$ cat config.mk
export PLATFORM = sky130hd
export DESIGN_NAME = mtm_alu_frame_decoder
export DESIGN_NICKNAME = d
export VERILOG_FILES = /design/src/rtl/mtm_alu_frame_decoder.sv
export SDC_FILE = /design/constraint.sdc
export NUM_CORES = 1
export LEC_CHECK = 0
export ABC_CLOCK_PERIOD_IN_PS = 5700
export BUFFER_PORTS_ARGS = -buffer_cell sky130_fd_sc_hd__buf_2
export CAP_MARGIN = 5
export CORE_MARGIN = 2
export CORE_UTILIZATION = 58
export CTS_BUF_LIST = sky130_fd_sc_hd__clkbuf_16
export DETAILED_ROUTE_END_ITERATION = 16
export GPL_ROUTABILITY_DRIVEN = 0
export PLACE_DENSITY = 0.8
export RECOVER_POWER = 25
export SYNTH_ARGS = -nofsm -noshare
export SYNTH_HDL_FRONTEND = slang
export SYNTH_SLANG_ARGS = --single-unit
$ cat constraint.sdc
create_clock -name clk -period 5.7 [get_ports clk]
set_clock_uncertainty 0.05 [all_clocks]
set_input_delay 0 -clock clk [delete_from_list [all_inputs] [get_ports clk]]
set_output_delay 0 -clock clk [all_outputs]
set_load 0.05 [all_outputs]
$ cat src/rtl/mtm_alu_frame_decoder.sv
// Frame decoder between the ALU deserializer and the ALU core.
// Assembles eight data bytes (B then A, MSB byte first) and a CTL byte into
// either a validated operation or a single-bit error report, and hands the
// result to the core over a valid/ready handshake.
module mtm_alu_frame_decoder #(
    parameter int          N_DATA   = 8,
    parameter logic [3:0]  CRC_POLY = 4'b0011
) (
    input  logic        clk,
    input  logic        rst_n,
    input  logic        pkt_valid,
    input  logic        pkt_type,
    input  logic [7:0]  pkt_data,
    input  logic        out_ready,
    output logic        out_valid,
    output logic [31:0] A,
    output logic [31:0] B,
    output logic [2:0]  OP,
    output logic        err_valid,
    output logic [2:0]  err_flags,
    output logic        overrun
);

    typedef enum logic {COLLECT, HOLD} state_t;

    localparam logic [3:0] CNT_FULL = 4'(N_DATA);
    localparam logic [3:0] CNT_MAX  = 4'(N_DATA + 1);

    state_t      r_state;
    state_t      w_nextState;
    logic [3:0]  r_byteCnt;
    logic [63:0] r_shift;

    logic        w_isData;
    logic        w_isCmd;
    logic [2:0]  w_ctlOp;
    logic [3:0]  w_ctlCrc;
    logic [3:0]  w_crc;
    logic        w_opOk;
    logic [2:0]  w_flags;
    logic        w_load;
    logic        w_release;
    logic        w_overrun;

    assign w_isData = pkt_valid & ~pkt_type;
    assign w_isCmd  = pkt_valid & pkt_type;
    assign w_ctlOp  = pkt_data[6:4];
    assign w_ctlCrc = pkt_data[3:0];

    // CRC-4 over {B, A, 1'b1, OP}, MSB first, starting from zero
    always_comb begin
        logic [67:0] vec;
        logic        fb;
        vec   = {r_shift, 1'b1, w_ctlOp};
        w_crc = 4'b0000;
        for (int i = 67; i >= 0; i--) begin
            fb    = w_crc[3] ^ vec[i];
            w_crc = {w_crc[2:0], 1'b0} ^ (fb ? CRC_POLY : 4'b0000);
        end
    end

    // Classify the frame closed by the current CTL byte; length beats CRC beats opcode
    always_comb begin
        w_opOk  = (w_ctlOp == 3'b000) || (w_ctlOp == 3'b001) ||
                  (w_ctlOp == 3'b100) || (w_ctlOp == 3'b101);
        w_flags = 3'b000;
        if (r_byteCnt != CNT_FULL) begin
            w_flags = 3'b100;
        end else if (w_crc != w_ctlCrc) begin
            w_flags = 3'b010;
        end else if (!w_opOk) begin
            w_flags = 3'b001;
        end
    end

    // State register
    always_ff @(posedge clk or negedge rst_n) begin
        if (!rst_n) begin
            r_state <= COLLECT;
        end else begin
            r_state <= w_nextState;
        end
    end

    // Next-state logic: load on a command, hand over on ready, drop a command that cannot be held
    always_comb begin
        w_nextState = r_state;
        w_load      = 1'b0;
        w_release   = 1'b0;
        w_overrun   = 1'b0;
        case (r_state)
            COLLECT: begin
                if (w_isCmd) begin
                    w_load      = 1'b1;
                    w_nextState = HOLD;
                end
            end
            HOLD: begin
                if (w_isCmd && out_ready) begin
                    w_load = 1'b1;
                end else if (w_isCmd) begin
                    w_overrun = 1'b1;
                end else if (out_ready) begin
                    w_release   = 1'b1;
                    w_nextState = COLLECT;
                end
            end
            default: w_nextState = COLLECT;
        endcase
    end

    // Byte counter saturates one past a full frame so long frames stay flagged
    always_ff @(posedge clk or negedge rst_n) begin
        if (!rst_n) begin
            r_byteCnt <= 4'd0;
        end else if (w_isCmd) begin
            r_byteCnt <= 4'd0;
        end else if (w_isData && (r_byteCnt != CNT_MAX)) begin
            r_byteCnt <= r_byteCnt + 4'd1;
        end
    end

    // Operand shift register keeps the most recent eight data bytes
    always_ff @(posedge clk or negedge rst_n) begin
        if (!rst_n) begin
            r_shift <= 64'd0;
        end else if (w_isData) begin
            r_shift <= {r_shift[55:0], pkt_data};
        end
    end

    // Result register: operands only change on a successful frame
    always_ff @(posedge clk or negedge rst_n) begin
        if (!rst_n) begin
            out_valid <= 1'b0;
            err_valid <= 1'b0;
            err_flags <= 3'b000;
            A         <= 32'd0;
            B         <= 32'd0;
            OP        <= 3'b000;
            overrun   <= 1'b0;
        end else begin
            overrun <= w_overrun;
            if (w_load) begin
                if (w_flags == 3'b000) begin
                    out_valid <= 1'b1;
                    err_valid <= 1'b0;
                    err_flags <= 3'b000;
                    B         <= r_shift[63:32];
                    A         <= r_shift[31:0];
                    OP        <= w_ctlOp;
                end else begin
                    out_valid <= 1'b0;
                    err_valid <= 1'b1;
                    err_flags <= w_flags;
                end
            end else if (w_release) begin
                out_valid <= 1'b0;
                err_valid <= 1'b0;
            end
        end
    end

endmodule

==> results_dict.tcl, run 1 <==
set metrics [dict create \
    grt_pass1_wl_um 21500 \
    hold_path_class "in2reg" \
    grt_max_degree 81 \
    ant_nets 0 \
    antenna_cells 0 \
    synth_area_mm2 0.00672 \
    initial_core_util_pct 59.1 \
    wire_per_inst_um 18.1 \
    syn-num-nets 467 \
    ff_latch_area_mm2 0.00355 \
    cts-buffers-inserted 17 \
    synth-main-ff-cell "dfrtp_1" \
    num-fill-cells 804 \
    vias_per_cell 5.51 \
    cap_viol_max_count 1 \
    maxSlewViolCount 81 \
    cp-start-kind "register" \
    clock-root-buffer "clkbuf_16" \
    dr.pass1.iters 4 \
    critical_path_arrival_ns 4.83 \
    synth_warnings 0 \
    ys_seq_elements 142 \
    setup_viol 0 \
    h-tree-depth 4 \
    multi_input_area_mm2 0.00307 \
    drive_above_1_share_pct 40.6 \
    routed_wl_um 12800 \
    clkTransAtPathRegs_ns 0.06 \
    grt_usage_pct 22.4 \
    cts_buffer_depth 2 \
    post_cts_buffers 0 \
    fmax_mhz 219 \
    yosysSeqAreaShare_pct 52.9 \
    fp.dieH_um 112 \
    syn2layout_area_growth_pct 17.9 \
    post-route-period-util_pct 80.3 \
    async_reset_ff_share_pct 100 \
    nets 570 \
    worst_pin_slew_ns 4.31 \
    clkSinkCount 142 \
    crit_type "reg2reg" \
    status "finished with violations" \
    rows 39 \
    yosysTopAreaCellShare_pct 52.9 \
    coreArea_mm2 0.0114 \
    cts_tree "built" \
    ys_top_cells_by_area "dfrtp_1, mux2_2, xnor2_1, xnor3_1, xor2_1" \
    ios 86 \
    grt_pass1_vias 4110 \
    overflow 0 \
    syn_area_per_cell_um2 14.9 \
    synth_cells 451 \
    synth_top_cell_by_area "dfrtp_1" \
    crit_fanout 69 \
    crit_path_end_kind "register" \
    crit_required_ns 5.95 \
    violations "capacitance limit, slew limit" \
    port_buffers 85 \
    die_x_um 112 \
    period_needed_ns 4.58 \
    antenna_found_initial 0 \
    hold_viol_final 0 \
    drt_iter0_drc 139 \
    final.setup.tns_ns 0 \
    route.detailed.drc 0 \
    slew_headroom_pct -187 \
    rsz0062_at_grt "no" \
    clock_latency_ns 0.42 \
    synth-edff-count 0 \
    synth.distinct_cells 34 \
    die-area_mm2 0.0125 \
    hpwl_um 8780 \
    dr_total_vias 3910 \
]
-- cells by family after synthesis --
family	Yosys count	share of synthesized area, %
buf+inv	20	1.64
compound gates	20	1.99
xor+xnor	100	18.4
simple gates	35	2.57
fa+ha+maj	3	0.559
mux	131	21.9
flops	142	52.9
-- placed cells by master, fill, tap and decap left out, types with 8 or more instances in the layout --
cell type,n
clkbuf_16,17
buf_2,76
xnor3_1,22
mux2_2,123
inv_1,8
dlygate4sd3_1,12
nand2_1,12
xnor2_1,60
xor2_1,14
dfrtp_1,142
nand3_1,8
clkbuf_1,9
-- worst max-delay path, cell delays in order, from the launching register on --
cell      delay, ns
dfrtp_1        0.46
xor2_1         0.20
xnor2_1        0.43
xnor3_2        0.45
xor3_1         0.39
xnor3_1        0.49
or3_1          0.41
a211oi_1       0.29
o21ai_1        0.21
a211oi_4       0.28
buf_12         0.35
mux2_2         0.38
-- worst paths after layout --
check                                        start                      end  slack [ns]  cells after the start
max in group asynchronous                    rst_n  r_shift[10]$_DFFE_PN0P_        1.52                      3
min in group asynchronous                    rst_n         B[3]$_DFFE_PN0P_        1.60                      2
max                        r_shift[37]$_DFFE_PN0P_        B[18]$_DFFE_PN0P_        1.12                     11
max reg2reg                r_shift[37]$_DFFE_PN0P_        B[18]$_DFFE_PN0P_        1.12                     11
min                                    pkt_data[7]   r_shift[7]$_DFFE_PN0P_        0.30                      3
min reg2reg                      A[30]$_DFFE_PN0P_        A[30]$_DFFE_PN0P_        0.43                      1
-- repair_timing --
| item | in CTS | in global routing |
|---|---|---|
| endpoints found under the setup margin | 0 | 0 |
| endpoints found under the hold margin | 98 | 0 |
| hold buffers | 12 | 0 |
| gates resized for setup | 0 | 0 |
-- sequential cells by signal, summed over array words and instances, names as in the netlist --
register / count
OP: 3
r_shift: 64
out_valid: 1
overrun: 1
r_state: 1
B: 32
r_byteCnt: 4
err_flags: 3
A: 32
err_valid: 1
-- cells in the mapped netlist, types with 3 or more instances --
cell and instances:
buf_4 5, xnor3_1 22, xnor2_1 60, a211oi_1 4, clkbuf_1 8, a21oi_1 3
nand3_1 8, dfrtp_1 142, mux2_1 7, nand2_1 12, xor3_1 3, mux2_2 123
xor2_1 14, o21ai_0 5, nor2b_1 3, ha_1 3, or3_1 4, inv_1 4
-- metrics by stage --
step	hold slack (ns)	std cells	instance area [µm²]	worst slack (ns)	util, %
final	0.305	709	7930	1.12	69.7
after global routing	0.312	709	7930	0.563	69.7
after CTS	0.158	709	7940	1.17	69.9
after detailed placement	0.0392	666	7290	1.20	64.1
after global placement	0.0244	666	7290	1.33	64.1
after floorplan	-0.346	451	6720	1.51	-
-- routing by layer --
| layer | share of wire, % | track usage [%] |
|---|---|---|
| met5 | 0 | 0 |
| met4 | 2.0 | 8.40 |
| met3 | 4.1 | 6.80 |
| met2 | 49 | 34.9 |
| met1 | 45 | 29.9 |
-- area by class of cell --
class,instances,share of cell area [%]
Tap cell,143,2.26
Multi-Input combinational cell,289,38.8
Clock inverter,14,1.42
Sequential cell,142,44.8
Clock buffer,17,5.37
Inverter,4,0.189
Timing Repair Buffer,100,7.18
Power of run 1 is left out: the tool's default activity adds up to more than one toggle a clock period on the data nets, which glitch-free logic cannot reach.
==> run 2: changes to the inputs <==
--- a/config.mk
+++ b/config.mk
@@ -5,15 +5,15 @@
 export SDC_FILE = /design/constraint.sdc
 export NUM_CORES = 1
 export LEC_CHECK = 0
-export ABC_CLOCK_PERIOD_IN_PS = 5700
+export ABC_CLOCK_PERIOD_IN_PS = 3800
 export BUFFER_PORTS_ARGS = -buffer_cell sky130_fd_sc_hd__buf_2
 export CAP_MARGIN = 5
 export CORE_MARGIN = 2
-export CORE_UTILIZATION = 58
+export CORE_UTILIZATION = 52
 export CTS_BUF_LIST = sky130_fd_sc_hd__clkbuf_16
 export DETAILED_ROUTE_END_ITERATION = 16
 export GPL_ROUTABILITY_DRIVEN = 0
-export PLACE_DENSITY = 0.8
+export PLACE_DENSITY = 0.76
 export RECOVER_POWER = 25
 export SYNTH_ARGS = -nofsm -noshare
 export SYNTH_HDL_FRONTEND = slang
==> constraint.sdc (replaced) <==
create_clock -name clk -period 3.8 [get_ports clk]
set_clock_uncertainty 0.05 [all_clocks]
set_input_delay 0 -clock clk [delete_from_list [all_inputs] [get_ports clk]]
set_output_delay 0 -clock clk [all_outputs]
set_load 0.05 [all_outputs]
==> run 2 against run 1 <==
  * The run ends with setup timing left
  * Count of clock-buffer cells in the layout unchanged
  * Utilization decreased by 0.99 points
  * Critical endpoint is now B[13]$_DFFE_PN0P_
  * Largest cell class unchanged
  * Die area increased by 11%
  * Via count increased by 4.8%
  * Routed wire length increased by 9.3%
  * Hold slack got worse by 0.041 ns
  * Sequential share of layout area decreased by 3.8 points
  * Register-to-register slack got worse by 1.3 ns
==> results_dict.tcl, run 2 (same netlist as run 1, synthesis figures left out) <==
set metrics [dict create \
    design_area_mm2 0.00867 \
    hold_viol_final 0 \
    die-area_mm2 0.0138 \
    nets 643 \
    utilization_pct 68.7 \
    hpwl_um 9720 \
    cts-buffers-inserted 17 \
    slew_headroom_pct 31.1 \
    clkTransAtPathRegs_ns 0.06 \
    crit_required_ns 4.05 \
    layout_commonest_cell "dfrtp_1" \
    reg.largest.list "r_shift x64, A x32, B x32" \
    coreArea_mm2 0.0126 \
    cp-endpoint "B[13]$_DFFE_PN0P_" \
    num-fill-cells 933 \
    post-route-period-util_pct 104 \
    grt_usage_pct 21.4 \
    clock-root-buffer "clkbuf_16" \
    crit_fanout 23 \
    ant_nets 0 \
    drt_iter0_drc 162 \
    rsz0062_at_grt "yes" \
    fp.dieH_um 118 \
    crit_path_end_kind "register" \
    overflow 0 \
    critical_path_arrival_ns 4.19 \
    worst_pin_slew_ns 1.03 \
    final.setup.worst_slack_ns -0.139 \
    final_cell_mix "dfrtp_1, mux2_2, buf_4, clkbuf_1, xnor2_1" \
    port_buffers 85 \
    multi_input_area_mm2 0.00319 \
    wire_per_inst_um 17.2 \
    clock_latency_ns 0.42 \
    syn2layout_area_growth_pct 29.1 \
    clkSinkCount 142 \
    hold_ws_ns 0.264 \
    largest_reg_flops 64 \
    grt_max_degree 117 \
    ios 86 \
    r2r_slack_ns -0.14 \
    antenna_cells 0 \
    h-tree-depth 4 \
    drive_above_1_share_pct 42.3 \
    grt_pass1_wl_um 23000 \
    ff_latch_area_mm2 0.00355 \
    violations "setup timing" \
    fmax_mhz 254 \
    antenna_found_initial 0 \
    hold_path_class "in2async" \
    initial_core_util_pct 53.3 \
    cp-start-kind "register" \
    maxSlewViolCount 0 \
    rows 41 \
    r2r_cells 12 \
    setup_viol 66 \
    cap_viol_max_count 0 \
    dr_total_vias 4096 \
    period_needed_ns 3.94 \
    grt_pass1_vias 4505 \
    die_x_um 118 \
    cts_tree "built" \
    routed_wl_um 14000 \
    status "finished with violations" \
    crit_type "reg2reg" \
    cts_buffer_depth 2 \
    route.detailed.drc 0 \
    dr.pass1.iters 4 \
    r2r_end "B[13]$_DFFE_PN0P_" \
    crit_start "r_shift[50]$_DFFE_PN0P_" \
    regMostFlops "r_shift" \
    dpl_cell_area_mm2 0.00790 \
    regToRegStartpoint "r_shift[50]$_DFFE_PN0P_" \
    vias_per_cell 5.04 \
]
-- run 2: worst min path at each step --
stage,slack [ns],to,from,depth (start not counted)
after floorplan,-0.35,A[0]$_DFFE_PN0P_,rst_n,0
after global placement,0.17,B[11]$_DFFE_PN0P_,rst_n,1
after detailed placement,0.18,B[6]$_DFFE_PN0P_,rst_n,1
after CTS,0.29,B[11]$_DFFE_PN0P_,rst_n,2
after global routing,0.32,r_shift[7]$_DFFE_PN0P_,pkt_data[7],3
final,0.26,B[6]$_DFFE_PN0P_,rst_n,2
-- run 2: layout make-up --
cell class                      count  area share, %
Clock inverter                     15           2.26
Sequential cell                   142           41.0
Timing Repair Buffer              173           12.4
Clock buffer                       17           4.90
Inverter                            4          0.173
Tap cell                          172           2.48
Multi-Input combinational cell    289           36.8
-- run 2: through the flow --
stage	setup TNS (ns)	setup WS, ns	cells
floorplan	-0.507	-0.0725	451
global placement	-12.49	-0.200	764
detailed placement	-16.82	-0.288	764
CTS	-9.26	-0.167	811
global route	-19.06	-0.315	812
finish	-7.66	-0.139	812
-- run 2: timing repair --
item,4_1_cts,5_1_grt
gates resized for setup,11,3
hold endpoints to repair,134,0
setup buffers,2,1
endpoints found under the setup margin,69,69
pin swaps,5,1
hold buffers,13,0
-- run 2: worst max-delay path, stage by stage (launching register included) --
cell	delay (ns)
dfrtp_1	0.38
xnor3_1	0.41
xor2_1	0.22
xnor3_2	0.43
xnor3_2	0.44
xnor3_1	0.40
or2_4	0.26
mux2i_1	0.16
o21ai_2	0.11
a211oi_4	0.26
buf_4	0.17
buf_12	0.17
mux2_2	0.35
-- run 2: metal layers --
metal	global-route usage [%]	vias up	part of all wire (%)
li1	-	1930	-
met1	26.1	2062	44
met2	37.2	82	51
met3	4.65	22	3.2
met4	8.58	0	2.2
met5	0	-	0
Power of run 2 is left out for the same reason.
